$ cat config.mk
export PLATFORM = sky130hd
export DESIGN_NAME = tl_traffic_sensor_flat
export DESIGN_NICKNAME = d
export VERILOG_FILES = /design/src/rtl/tl_traffic_sensor_if.sv /design/src/rtl/tl_traffic_sensor.sv /design/src/flat_wrapper.sv
export SDC_FILE = /design/constraint.sdc
export NUM_CORES = 1
export LEC_CHECK = 0
export CELL_PAD_IN_SITES_DETAIL_PLACEMENT = 1
export CELL_PAD_IN_SITES_GLOBAL_PLACEMENT = 1
export CORE_ASPECT_RATIO = 1.2
export CORE_MARGIN = 4
export CORE_UTILIZATION = 37
export DETAILED_ROUTE_END_ITERATION = 10
export PLACE_DENSITY = 0.7
export SLEW_MARGIN = 5
export SYNTH_ARGS = -nofsm -noshare
export SYNTH_HDL_FRONTEND = slang
export SYNTH_SLANG_ARGS = --single-unit
$ cat constraint.sdc
create_clock -name clk -period 2.5 [get_ports clk]
set_input_delay 0.5 -clock clk [delete_from_list [all_inputs] [get_ports clk]]
set_output_delay 0.5 -clock clk [all_outputs]
set_load 0.01 [all_outputs]
$ cat src/rtl/tl_traffic_sensor_if.sv
// Street-side bundle between the detectors, the light controller and the traffic sensor.
// The master drives the detector levels and light codes; the slave returns the queue state.
interface tl_traffic_sensor_if #(
  parameter int CNT_W = 4
);
  logic             car_a;
  logic             car_b;
  logic [1:0]       La;
  logic [1:0]       Lb;
  logic             Ta;
  logic             Tb;
  logic [CNT_W-1:0] cnt_a;
  logic [CNT_W-1:0] cnt_b;
  logic             ovf_a;
  logic             ovf_b;

  modport master (
    output car_a, car_b, La, Lb,
    input  Ta, Tb, cnt_a, cnt_b, ovf_a, ovf_b
  );

  modport slave (
    input  car_a, car_b, La, Lb,
    output Ta, Tb, cnt_a, cnt_b, ovf_a, ovf_b
  );
endinterface

$ cat src/rtl/tl_traffic_sensor.sv
// Traffic sensor: counts detector rising edges into per-street queues and drains
// the queue of whichever street is green at one vehicle per DEPART_CYCLES clocks.
module tl_traffic_sensor #(
  parameter int CNT_W         = 4,
  parameter int DEPART_CYCLES = 3
) (
  input  logic                 clk,
  input  logic                 reset,
  tl_traffic_sensor_if.slave   sens
);
  localparam logic [CNT_W-1:0] CNT_MAX  = {CNT_W{1'b1}};
  localparam logic [7:0]       TMR_LAST = 8'(DEPART_CYCLES - 1);

  // Index 0 is street A, index 1 is street B; both streets are identical.
  logic [1:0]            car;
  logic [1:0]            green;
  logic [1:0]            det_q;
  logic [1:0][7:0]       tmr;
  logic [1:0][CNT_W-1:0] cnt;
  logic [1:0]            ovf;
  logic [1:0]            arr;
  logic [1:0]            run;
  logic [1:0]            dep;

  assign car   = {sens.car_b, sens.car_a};
  assign green = {(sens.Lb == 2'b00), (sens.La == 2'b00)};

  always_comb begin
    arr = '0;
    run = '0;
    dep = '0;
    for (int i = 0; i < 2; i++) begin
      arr[i] = car[i] & ~det_q[i];
      run[i] = green[i] & (cnt[i] != '0);
      dep[i] = run[i] & (tmr[i] == TMR_LAST);
    end
  end

  always_ff @(posedge clk) begin
    if (reset) begin
      det_q <= 2'b11;  // a detector held high through reset is not an arrival
      tmr   <= '0;
      cnt   <= '0;
      ovf   <= '0;
    end else begin
      det_q <= car;
      for (int i = 0; i < 2; i++) begin
        if (!run[i] || dep[i])
          tmr[i] <= 8'd0;
        else
          tmr[i] <= tmr[i] + 8'd1;

        if (arr[i] && !dep[i]) begin
          if (cnt[i] == CNT_MAX)
            ovf[i] <= 1'b1;
          else
            cnt[i] <= cnt[i] + 1'b1;
        end else if (dep[i] && !arr[i]) begin
          cnt[i] <= cnt[i] - 1'b1;
        end
      end
    end
  end

  assign sens.cnt_a = cnt[0];
  assign sens.cnt_b = cnt[1];
  assign sens.ovf_a = ovf[0];
  assign sens.ovf_b = ovf[1];
  assign sens.Ta    = (cnt[0] != '0);
  assign sens.Tb    = (cnt[1] != '0);
endmodule

$ cat src/flat_wrapper.sv
// flat-port wrapper written by rule: the top's interface ports become plain ports
module tl_traffic_sensor_flat 
#(
  parameter int CNT_W         = 4,
  parameter int DEPART_CYCLES = 3
)
  (clk, reset, sens_car_a, sens_car_b, sens_La, sens_Lb, sens_Ta, sens_Tb, sens_cnt_a, sens_cnt_b, sens_ovf_a, sens_ovf_b);
  tl_traffic_sensor_if #(.CNT_W(CNT_W)) sens_i ();
  input  logic clk;
  input  logic reset;
  input wire logic [$bits(sens_i.car_a)-1:0] sens_car_a;
  input wire logic [$bits(sens_i.car_b)-1:0] sens_car_b;
  input wire logic [$bits(sens_i.La)-1:0] sens_La;
  input wire logic [$bits(sens_i.Lb)-1:0] sens_Lb;
  output wire logic [$bits(sens_i.Ta)-1:0] sens_Ta;
  output wire logic [$bits(sens_i.Tb)-1:0] sens_Tb;
  output wire logic [$bits(sens_i.cnt_a)-1:0] sens_cnt_a;
  output wire logic [$bits(sens_i.cnt_b)-1:0] sens_cnt_b;
  output wire logic [$bits(sens_i.ovf_a)-1:0] sens_ovf_a;
  output wire logic [$bits(sens_i.ovf_b)-1:0] sens_ovf_b;
  assign sens_i.car_a = sens_car_a;
  assign sens_i.car_b = sens_car_b;
  assign sens_i.La = sens_La;
  assign sens_i.Lb = sens_Lb;
  assign sens_Ta = sens_i.Ta;
  assign sens_Tb = sens_i.Tb;
  assign sens_cnt_a = sens_i.cnt_a;
  assign sens_cnt_b = sens_i.cnt_b;
  assign sens_ovf_a = sens_i.ovf_a;
  assign sens_ovf_b = sens_i.ovf_b;
  tl_traffic_sensor #(.CNT_W(CNT_W), .DEPART_CYCLES(DEPART_CYCLES)) u_core (.clk(clk), .reset(reset), .sens(sens_i));
endmodule
== Word-level counts from Yosys, hierarchy flattened ==
Index checks and enable logic that the tools add are counted.
Storage, ports and cells
  flip-flop bits (word level): 28
  output and inout port bits: 12
Cells by class
  add/sub/neg operators: 6
  eq/ne operators: 6
  multiplexer cells: 6
  bitwise operators: 8
  reduce and logical (&&, ||, !) cells: 24
Operator list (number)
  $mux W4: 6
  $add A8 B1 Y8 const B: 2
  $eq A8 B2 Y1 const B: 2
  $add A4 B1 Y4 const B: 2
  $eq A4 B4 Y1 const B: 2
  $reduce_and A2 Y1: 4
  $reduce_bool A4 Y1: 2
  $sub A4 B1 Y4 const B: 2
  $and A1 B1 Y1: 6
  $logic_not A1 Y1: 6
  $logic_and A1 B1 Y1: 4
  $logic_not A2 Y1: 2
  $ne A2 B2 Y1 const B: 2
  $reduce_bool A2 Y1: 2
  $reduce_or A2 Y1: 2
  $logic_or A1 B1 Y1: 2
  $not A1 Y1: 2

== Depth between registers and ports, before layout ==
  word-level depth: 7
  mapped depth: 10
  gate-level depth less buffers: 10

== Worst setup path after synthesis ==
OpenSTA, ideal clock, no wires.
  path type: reg2reg
  start: register u_core.cnt (netlist bit u_core.sens.cnt_a[0])
  end: register u_core.cnt (netlist bit u_core.sens.cnt_a[3])
  library setup time: 0.121 ns
  data arrival time: 2.382 ns
  path slack: -0.003 ns
  cell stages (with the launch flop): 9
  period minus slack after synthesis: 2.503 ns
  path through: dfxtp_1 > or4_4 > nand4b_4 > nand2_1 > ha_1 > a21oi_1 > a211o_1 > mux2i_1 > mux2_2
Between the ends
  longest elaborated chain between the ends: 7
  elaborated cells on any way between the ends: 15
RTL lines
  from (decl): line tl_traffic_sensor.sv:19  | logic [1:0][CNT_W-1:0] cnt;
  from (signal, indexed assignment): line tl_traffic_sensor.sv:57  | cnt[i] <= cnt[i] + 1'b1;
  from (signal, indexed assignment): line tl_traffic_sensor.sv:59  | cnt[i] <= cnt[i] - 1'b1;
  $reduce_bool A4 Y1 *
  via sens_Ta: line flat_wrapper.sv:15  | output wire logic [$bits(sens_i.Ta)-1:0] sens_Ta;
  $and A1 B1 Y1 *: line tl_traffic_sensor.sv:34  | run[i] = green[i] & (cnt[i] != '0);
  $and A1 B1 Y1 *: line tl_traffic_sensor.sv:35  | dep[i] = run[i] & (tmr[i] == TMR_LAST);
  $logic_not A1 Y1: line tl_traffic_sensor.sv:53  | if (arr[i] && !dep[i]) begin
  $logic_and A1 B1 Y1: line tl_traffic_sensor.sv:53
  $ne A2 B2 Y1 (no line) / $reduce_bool A2 Y1 (equally long branches)
  $reduce_and A2 Y1 (no line)
The timed path passes the listed nets; every way through them passes the cells marked *. The select of a mux whose other input is x is not followed.
A chain may end at the register's enable or synchronous reset.

== Worst setup path after layout ==
  start: register u_core.tmr[8] (netlist name)
  end: register u_core.cnt (netlist bit u_core.sens.cnt_b[3])
Between the ends
  longest elaborated chain between the ends: 6
  elaborated cells on any way between the ends: 9
RTL lines
  from (decl): line tl_traffic_sensor.sv:18  | logic [1:0][7:0] tmr;
  from (signal, indexed assignment): line tl_traffic_sensor.sv:51  | tmr[i] <= tmr[i] + 8'd1;
  $eq A8 B2 Y1 *: line tl_traffic_sensor.sv:35
  $and A1 B1 Y1 *: line tl_traffic_sensor.sv:35
  $logic_not A1 Y1: line tl_traffic_sensor.sv:53
  $logic_and A1 B1 Y1: line tl_traffic_sensor.sv:53
  $ne A2 B2 Y1 (no line) / $reduce_bool A2 Y1 (equally long branches)
  $reduce_and A2 Y1 (no line)
Every way passes the cells marked *; elsewhere a longest branch is shown, timed or not.

==> metrics <==
Gate power share=19.8%; Via density=4.97; Clock Latency Late Sink=0.27 ns; clock skew=0.00372 ns; syn avg cell area=9.55 µm²; Slowest Stage Delay on Critical Path=0.47 ns; number of synthesized flops with an enable pin=0; setup ws final=-0.0884 ns; Final Instance Count excl. Fillers=257; DRT iter0 DRCs=38; Max Buffers Root-to-Sink=2; WS Path Type=reg -> reg; dominant synthesized flop cell=dfxtp_1; CTS sink cnt=28; CP cell instances=inv_2 -> ha_4 -> or4b_4 -> nand4b_4 -> nand2_4 -> ha_4 -> a21oi_4 -> a211o_1 -> mux2i_1 -> mux2_2; Synth area leader=dfxtp_1; commonest cells in the netlist=30 x nor2_1, 28 x dfxtp_1, 12 x nand3_1; Slew @ Worst Pin=0.518 ns; Sw Share=23.8%; ANT cells=0; Reg clk slew, reported paths=0.10 ns; Final Max Tran Viols=0; Die Y=78.0 µm; routed wire length=4340 µm; Worst path most repeated cell=ha_4; Core Area=3940 µm²; type of the most critical hold path=reg -> reg; Flop pwr share=45.1%; largest net degree at the start of global routing=17; count leader, synth=nor2_1; cells after synthesis=158; slew margin rel.=65.2%; Pleak=0.856 nW; initial core utilization=38.3%; Fin. Hold Viols=0; CP Capture Type=flip-flop; Clock Power Share=35.1%; f_max=0.386 GHz; fin crit share=104%; Final TNS setup=-0.0884 ns; Worst Path Required=2.67 ns; FILL cells=463; detailed-route via count=1277; final setup violation count=1; Crit-path slowest cell=or4b_4; Post-DP HPWL=2880 µm; Post-Syn Nets=176; num rows=25; Tmin final=2.59 ns; Critical Path Source Type=flip-flop; DRC viols=0; max_cap viols=0; Psw=0.244 mW; failing checks=negative setup slack; Initial DRT Pass Iterations=4; Max FO, Critical Path=3; clock root buffer=clkbuf_8; number of global-route vias before repair=1383; die footprint=5170 µm²; # IOs=20; outcome=finished with violations; internal power=0.780 mW; Overflow after GRT=0; Worst IR Drop VDD=0.408 mV; Power Density=473 nW/µm²; Area Overhead vs Synth=43.4%; RSZ-0062 raised after global routing=yes; GRT Overall Usage=16.7%; DRT antenna net count=0; Routability Congestion=0.791; I/O Buffers=19; synthesized area=1510 µm²; TritonCTS clock tree=yes; top cell type's share of synthesized area=37.1%; initial antenna violation count=0; FF+latch count, synth=28; WHS Path Cells=2; die width=66.3 µm; Yosys warning count=0; nets@finish=222; H-Tree Depth=1; first-pass GRT wire length=6670 µm; post-synth cell types=30; crit path DAT=2.76 ns; drt wl/cell=16.9 µm; Placed Cells=247; Worst R2R Path Depth=10; share of cells above drive strength 1=32.0%; dominant cells by area after synthesis=dfxtp_1 37%, nor2_1 7.5%, ha_1 6.6%, xnor2_1 4.1%, xor2_1 4.1%; Final Util=54.9%; TritonCTS buffer count=3; Async SR Flop Fraction=0%; register area share after synthesis=37.1%
state kept, by name, indices dropped and copies added (netlist names):
signal             flops
u_core.sens.cnt_b      4
u_core.sens.cnt_a      4
u_core.det_q           2
u_core.tmr            16
u_core.ovf             2
final cells by class:
cell class | instances | area, µm² | share of cell area (%)
multi-input cells | 124 | 1070 | 49.3
clock buffers | 3 | 41.3 | 1.91
repair buffers | 45 | 385 | 17.8
well taps | 54 | 67.6 | 3.12
clock inverters | 1 | 30.0 | 1.39
inverters | 2 | 7.51 | 0.347
flip-flops and latches | 28 | 566 | 26.1
placed cells by master, fill, tap and decap left out, types with 3 or more instances in the layout:
| cell | count |
|---|---|
| buf_4 | 26 |
| clkbuf_8 | 3 |
| clkdlybuf4s50_1 | 19 |
| dfxtp_1 | 24 |
| dfxtp_2 | 4 |
| ha_4 | 6 |
| mux2i_1 | 4 |
| nand2_1 | 5 |
| nand2b_1 | 6 |
| nand3_1 | 10 |
| nor2_1 | 30 |
| nor2b_1 | 8 |
| nor3_1 | 3 |
| xnor2_1 | 6 |
| xor2_1 | 7 |
stage by stage:
step	total power, mW	instance area, µm²	hold slack (ns)	setup slack, ns
after floorplan	0.554	1510	0.441	0.0178
after global placement	0.622	1900	0.459	-0.0481
after detailed placement	0.631	1900	0.468	-0.213
after CTS	1.00	2070	0.491	-0.0307
after global routing	1.07	2160	0.536	-0.170
final	1.02	2160	0.482	-0.0884
timing repair:
item / 4_1_cts / 5_1_grt
cloned: 0 / 0
pin swaps: 4 / 10
hold buffers: 0 / 0
setup endpoints to repair: 2 / 3
buffers inserted: 4 / 2
gates resized for setup: 13 / 16
power groups by stage:
stage / clock [mW] / combinational [mW] / sequential (mW)
after detailed placement: 0 / 0.160 / 0.471
final: 0.359 / 0.202 / 0.462
after CTS: 0.362 / 0.180 / 0.461
after global routing: 0.393 / 0.218 / 0.464
after global placement: 0 / 0.152 / 0.470
after floorplan: 0 / 0.0749 / 0.479
cell families (layout without fill, tap and decap cells):
kind of cell,Yosys count,in the layout,synth area share (%)
simple gates,82,82,30.7
flops,28,28,37.1
xor+xnor,14,14,8.13
mux,12,12,10.6
fa+ha+maj,10,10,9.29
compound gates,6,6,2.65
buf+inv,6,51,1.49
metal layers:
| metal | track usage (%) | share of wire [%] | vias up |
|---|---|---|---|
| li1 | - | - | 624 |
| met1 | 18.4 | 39 | 614 |
| met2 | 31.6 | 54 | 25 |
| met3 | 2.17 | 2.4 | 14 |
| met4 | 5.49 | 4.1 | 0 |
| met5 | 0 | 0 | - |
path summary, 6_finish.rpt:
path,endpoint,slack (ns),startpoint
min,u_core.ovf[0],0.48,u_core.ovf[0]
min reg2reg,u_core.ovf[0],0.48,u_core.ovf[0]
max,u_core.sens.cnt_b[3],-0.09,u_core.tmr[8]
max reg2reg,u_core.sens.cnt_b[3],-0.09,u_core.tmr[8]
worst max-delay path, delay by kind of cell (launching register included):
kind                       cells  cell delay [ns]
and+or+nand+nor                3             0.85
muxes                          2             0.58
AOI/OAI and AO/OA              2             0.37
DFF                            1             0.34
adders and majority gates      2             0.29
buffers and inverters          1             0.06
Note: power is estimated with default switching activity, not from simulation.
